**src/rtl/dmn_pkg.sv**
```systemverilog
// Shared types and constants for dmn stage initiators.
package dmn_pkg;

  localparam int unsigned DMN_W       = 32;
  localparam logic [31:0] TIMEOUT_DEF = 32'd1024;

  typedef enum logic [1:0] {
    ST_IDLE = 2'd0,
    ST_REQ  = 2'd1,
    ST_REL  = 2'd2,
    ST_DONE = 2'd3
  } dmn_state_e;

endpackage

```
**src/rtl/dmn_tocnt.sv**
```systemverilog
// Saturating up-counter with synchronous clear and terminal-count flag at TIMEOUT-1.
module dmn_tocnt
  import dmn_pkg::*;
#(
  parameter int unsigned CNT_W   = 32,
  parameter logic [31:0] TIMEOUT = TIMEOUT_DEF
) (
  input  logic             clk,
  input  logic             rst_n,
  input  logic             clr,
  input  logic             en,
  output logic [CNT_W-1:0] cnt,
  output logic             tc
);

  localparam logic [CNT_W-1:0] TC_VAL = CNT_W'(TIMEOUT - 32'd1);

  always_ff @(posedge clk or negedge rst_n) begin
    if (!rst_n) begin
      cnt <= '0;
    end else if (clr) begin
      cnt <= '0;
    end else if (en && (cnt != '1)) begin
      cnt <= cnt + CNT_W'(1);
    end
  end

  // TIMEOUT of zero never reaches terminal count; the counter just saturates.
  assign tc = (TIMEOUT != 32'd0) && (cnt == TC_VAL);

endmodule

```
**src/rtl/dmn_req.sv**
```systemverilog
// Initiator side of the dmn 4-phase handshake: request, capture stage results, release.
//
// state   | meaning
// IDLE    | waiting for start
// REQ     | dmn_en high, waiting for dmn_end
// REL     | dmn_en low, waiting for dmn_end to drop
// DONE    | one-cycle completion pulse
module dmn_req
  import dmn_pkg::*;
#(
  parameter logic [31:0] TIMEOUT = TIMEOUT_DEF,
  parameter int unsigned CNT_W   = 32
) (
  input  logic             clk,
  input  logic             rst_n,
  input  logic             start,
  output logic             busy,
  output logic             done,
  output logic             err,
  output logic             dmn_en,
  input  logic             dmn_end,
  input  logic             dmn_zero,
  input  logic [DMN_W-1:0] dmn_para1,
  input  logic [DMN_W-1:0] dmn_para2,
  input  logic [DMN_W-1:0] dmn_para3,
  output logic             zero_q,
  output logic [DMN_W-1:0] para1_q,
  output logic [DMN_W-1:0] para2_q,
  output logic [DMN_W-1:0] para3_q,
  output logic [CNT_W-1:0] lat_q
);

  dmn_state_e       state;
  dmn_state_e       state_nxt;
  logic             cap_en;
  logic             set_err;
  logic             clr_err;
  logic             cnt_clr;
  logic             cnt_en;
  logic [CNT_W-1:0] cnt;
  logic             tc;

  dmn_tocnt #(
    .CNT_W   (CNT_W),
    .TIMEOUT (TIMEOUT)
  ) u_tocnt (
    .clk   (clk),
    .rst_n (rst_n),
    .clr   (cnt_clr),
    .en    (cnt_en),
    .cnt   (cnt),
    .tc    (tc)
  );

  always_ff @(posedge clk or negedge rst_n) begin
    if (!rst_n) begin
      state <= ST_IDLE;
    end else begin
      state <= state_nxt;
    end
  end

  always_comb begin
    state_nxt = state;
    cap_en    = 1'b0;
    set_err   = 1'b0;
    clr_err   = 1'b0;
    case (state)
      ST_IDLE: begin
        if (start) begin
          state_nxt = ST_REQ;
          clr_err   = 1'b1;
        end
      end
      ST_REQ: begin
        // An acknowledge on the terminal cycle still wins over the timeout.
        if (dmn_end) begin
          state_nxt = ST_REL;
          cap_en    = 1'b1;
        end else if (tc) begin
          state_nxt = ST_DONE;
          set_err   = 1'b1;
        end
      end
      ST_REL: begin
        if (!dmn_end) begin
          state_nxt = ST_DONE;
        end else if (tc) begin
          state_nxt = ST_DONE;
          set_err   = 1'b1;
        end
      end
      ST_DONE: begin
        state_nxt = ST_IDLE;
      end
      default: begin
        state_nxt = ST_IDLE;
      end
    endcase
  end

  // Counter restarts from zero on every state change, so REQ and REL each get a full budget.
  assign cnt_clr = (state_nxt != state);
  assign cnt_en  = (state == ST_REQ) || (state == ST_REL);

  always_ff @(posedge clk or negedge rst_n) begin
    if (!rst_n) begin
      busy   <= 1'b0;
      done   <= 1'b0;
      dmn_en <= 1'b0;
    end else begin
      busy   <= (state_nxt != ST_IDLE);
      done   <= (state_nxt == ST_DONE);
      dmn_en <= (state_nxt == ST_REQ);
    end
  end

  always_ff @(posedge clk or negedge rst_n) begin
    if (!rst_n) begin
      err <= 1'b0;
    end else if (clr_err) begin
      err <= 1'b0;
    end else if (set_err) begin
      err <= 1'b1;
    end
  end

  always_ff @(posedge clk or negedge rst_n) begin
    if (!rst_n) begin
      zero_q  <= 1'b0;
      para1_q <= '0;
      para2_q <= '0;
      para3_q <= '0;
      lat_q   <= '0;
    end else if (cap_en) begin
      zero_q  <= dmn_zero;
      para1_q <= dmn_para1;
      para2_q <= dmn_para2;
      para3_q <= dmn_para3;
      lat_q   <= cnt;
    end
  end

endmodule

```
**config.mk**
```make
export PLATFORM = sky130hd
export DESIGN_NAME = dmn_req
export DESIGN_NICKNAME = d
export VERILOG_FILES = /design/src/rtl/dmn_pkg.sv /design/src/rtl/dmn_tocnt.sv /design/src/rtl/dmn_req.sv
export SDC_FILE = /design/constraint.sdc
export NUM_CORES = 1
export LEC_CHECK = 0
export CORE_ASPECT_RATIO = 1.75
export CORE_MARGIN = 4
export CORE_UTILIZATION = 25
export CTS_CLUSTER_DIAMETER = 60
export DETAILED_ROUTE_END_ITERATION = 7
export GPL_TIMING_DRIVEN = 0
export PLACE_DENSITY_LB_ADDON = 0.12
export SETUP_SLACK_MARGIN = 0.05
export SYNTH_ARGS = -nofsm -noshare
export SYNTH_HDL_FRONTEND = slang
export SYNTH_SLANG_ARGS = --single-unit
```
**constraint.sdc**
```tcl
create_clock -name clk -period 4.8 [get_ports clk]
set_clock_uncertainty 0.05 [all_clocks]
set_input_delay 0.48 -clock clk [delete_from_list [all_inputs] [get_ports clk]]
set_output_delay 0.48 -clock clk [all_outputs]
set_load 0.1 [all_outputs]
```
==> metrics <==
status=finished, final reports clean; Avg Cell Area, Syn=approximately 13 µm²; row count=81; setup ws final=1.98 ns; Worst-Skew Late Latency=between 0.4 and 0.5 ns; RSZ-0062 raised after global routing=no; Remaining DRCs=0; Crit Path Class=reg -> reg; Startpoint Class=flop; area of the mapped netlist=roughly 7100 µm²; WL/cell=17.9 µm; Compound-Gate Fraction of Synth Area=6.19%; clk root buf=clkbuf_16; Syn. warnings=0; Area after DPL=9890 µm²; pre-CTS setup slack=1.68 ns; Total GRT Usage=13.7%; Slew Viols, Final=0; post-synthesis adder-cell area fraction=0.887%; hold buffer count at CTS=1; synth top area cells=dfrtp_1 59%, mux2_2 21%, or3_1 1.2%; Resize count post-CTS=0; share of the synthesized area in the top cell type=about three fifths; Worst Max-Slew Pin Slew=1.06 ns; Max clock buf depth=2; Core Area=27900 µm²; port buffer count=233; CP required=between 5 and 6 ns; CP arrival=3.06 ns; initial DRC count=205; fin crit period=2.82 ns; DIE AREA=between 30000 and 40000 µm²; hpwl dp=approximately 16000 µm; post-route cell area=10500 µm²; Synth Area in Simple Gates=under 10%; Hold Vio Cnt, Final=0; Min-Delay Path Class=reg -> reg; Die H=230 µm; Max Fclk=0.355 GHz; crit path max fanout=10; count leader, synth=dfrtp_1; initial antenna violation count=2; fin nets=approximately 890; routed via count=5285; worst hold-check slack=around 0.43 ns; Initial DRT Pass Iterations=4; Synth Flop Type=dfrtp_1; Filler cells=between 2000 and 3000; Starting Density=25.3%; Relative slew margins=29.3%; final wirelength=20800 µm; final-report setup violation count=0; post-synthesis mux area share=20.7%; vias per cell=4.53; Synth area leader=dfrtp_1; CP Capture Type=flop; Mapped Cells=between 500 and 600; Commonest cells post-synth=167 x dfrtp_1, 129 x mux2_2, 22 x nand2_1, 18 x clkbuf_1, 18 x nor2_1; CTS tree=yes; vias in the first global route=5704; asr flop ratio synth=100%; Synth cell types=53; clk sinks=167; clock slew at reported path FFs=roughly 0.060 ns; XOR/XNOR Fraction of Synth Area=approximately 1.2%; Net Count, Synth=approximately 630; Layout area overhead=48.4%; MaxCap Viol Count=0; Post-CTS Setup Inserts=0; Seq/Total Area, Yosys=around three fifths; gpl congestion=just under 0.8; H-tree lvl count=4; largest net degree at the start of global routing=114; Antenna Violating Nets Remaining=0; I/O pin count=~230; largest family of logic cells by synthesized area=multiplexers; Remaining Overflow, GRT=0; first-pass GRT wire length=32600 µm; chip width=135 µm; synthesized flop and latch total=167; Tcrit/Tclk final=58.7%; CTS Buf Count=17; EDFF count, synth=0; layout cell share with drive strength beyond 1=23.0%
==> cell usage in the layout, fill, tap and decap left out, types with 6 or more instances in the layout <==
cell type / Yosys / layout
a21oi_1: 12 / 12
a21oi_2: 6 / 6
clkbuf_1: 18 / 21
clkbuf_16: 0 / 17
clkdlybuf4s50_1: 0 / 232
dfrtp_1: 167 / 167
inv_1: 6 / 6
mux2_2: 129 / 129
nand2_1: 22 / 22
nand3_1: 11 / 11
nand4_1: 12 / 12
nor2_1: 18 / 18
nor3_1: 7 / 7
nor4_1: 7 / 7
o21ai_0: 11 / 11
o31ai_1: 6 / 6
or3_1: 14 / 14
or4_1: 8 / 8
xor2_1: 10 / 10
==> layer usage <==
layer | vias to the layer above | GRT usage (%) | share of wire, %
met2 | 142 | 26.1 | 59
met3 | 27 | 3.61 | 4.7
li1 | 2438 | - | -
met1 | 2678 | 13.7 | 34
met5 | - | 0 | 0
met4 | 0 | 6.02 | 2.2
==> flip-flops by register name (all words and copies together) (netlist names) <==
register and flops:
dmn_en 1, zero_q 1, para1_q 32, para2_q 32
state 2, u_tocnt.cnt 32, err 1, done 1
lat_q 32, busy 1, para3_q 32
==> stage by stage <==
step | TNS [ns] | std cells | utilization [%]
after floorplan | 0 | 525 | -
after global placement | -636.29 | 1131 | 35.4
after detailed placement | 0 | 1132 | 35.5
after CTS | 0 | 1165 | 37.5
after global routing | 0 | 1167 | 37.6
final | 0 | 1167 | 37.6
==> area by class of cell <==
cell class | instances | area [µm²] | area share (%)
timing repair buffer | 235 | 2370 | 22.7
inverter | 6 | 22.5 | 0.215
multi-input combinational | 328 | 2740 | 26.1
clock buffer | 20 | 437 | 4.17
buffer | 24 | 120 | 1.15
clock inverter | 12 | 129 | 1.23
antenna | 2 | 5.00 | 0.0478
tap | 373 | 467 | 4.46
sequential | 167 | 4180 | 39.9
==> logic make-up after synthesis <==
kind of cell             Yosys count
XOR/XNOR                          10
flip-flops                       167
adder cells (fa/ha/maj)            5
buffers and inverters             30
AND/OR/NAND/NOR                  122
AO/OA/AOI/OAI                     61
multiplexers                     130
==> worst max-delay path, stage by stage (launching register included) <==
cell and delay (ns):
dfrtp_1 0.44, nor4_1 0.45, nand4_1 0.25, nor3_1 0.43, a311o_1 0.41, buf_1 0.54, nor2_1 0.10
==> final timing paths <==
check | startpoint | to | slack (ns) | depth (start not counted)
setup / recovery | u_tocnt.cnt[24] | u_tocnt.cnt[0] | 1.98 | 6
hold / removal | lat_q[10] | lat_q[10] | 0.43 | 2
setup reg to reg | u_tocnt.cnt[24] | u_tocnt.cnt[0] | 1.98 | 6
hold reg to reg | lat_q[10] | lat_q[10] | 0.43 | 2
max in group asynchronous | rst_n | para1_q[5] | 3.22 | 3
min in group asynchronous | rst_n | para3_q[2] | 0.50 | 2
Power is left out: the tool's default activity adds up to more than one toggle a clock period on the data nets, which glitch-free logic cannot reach.
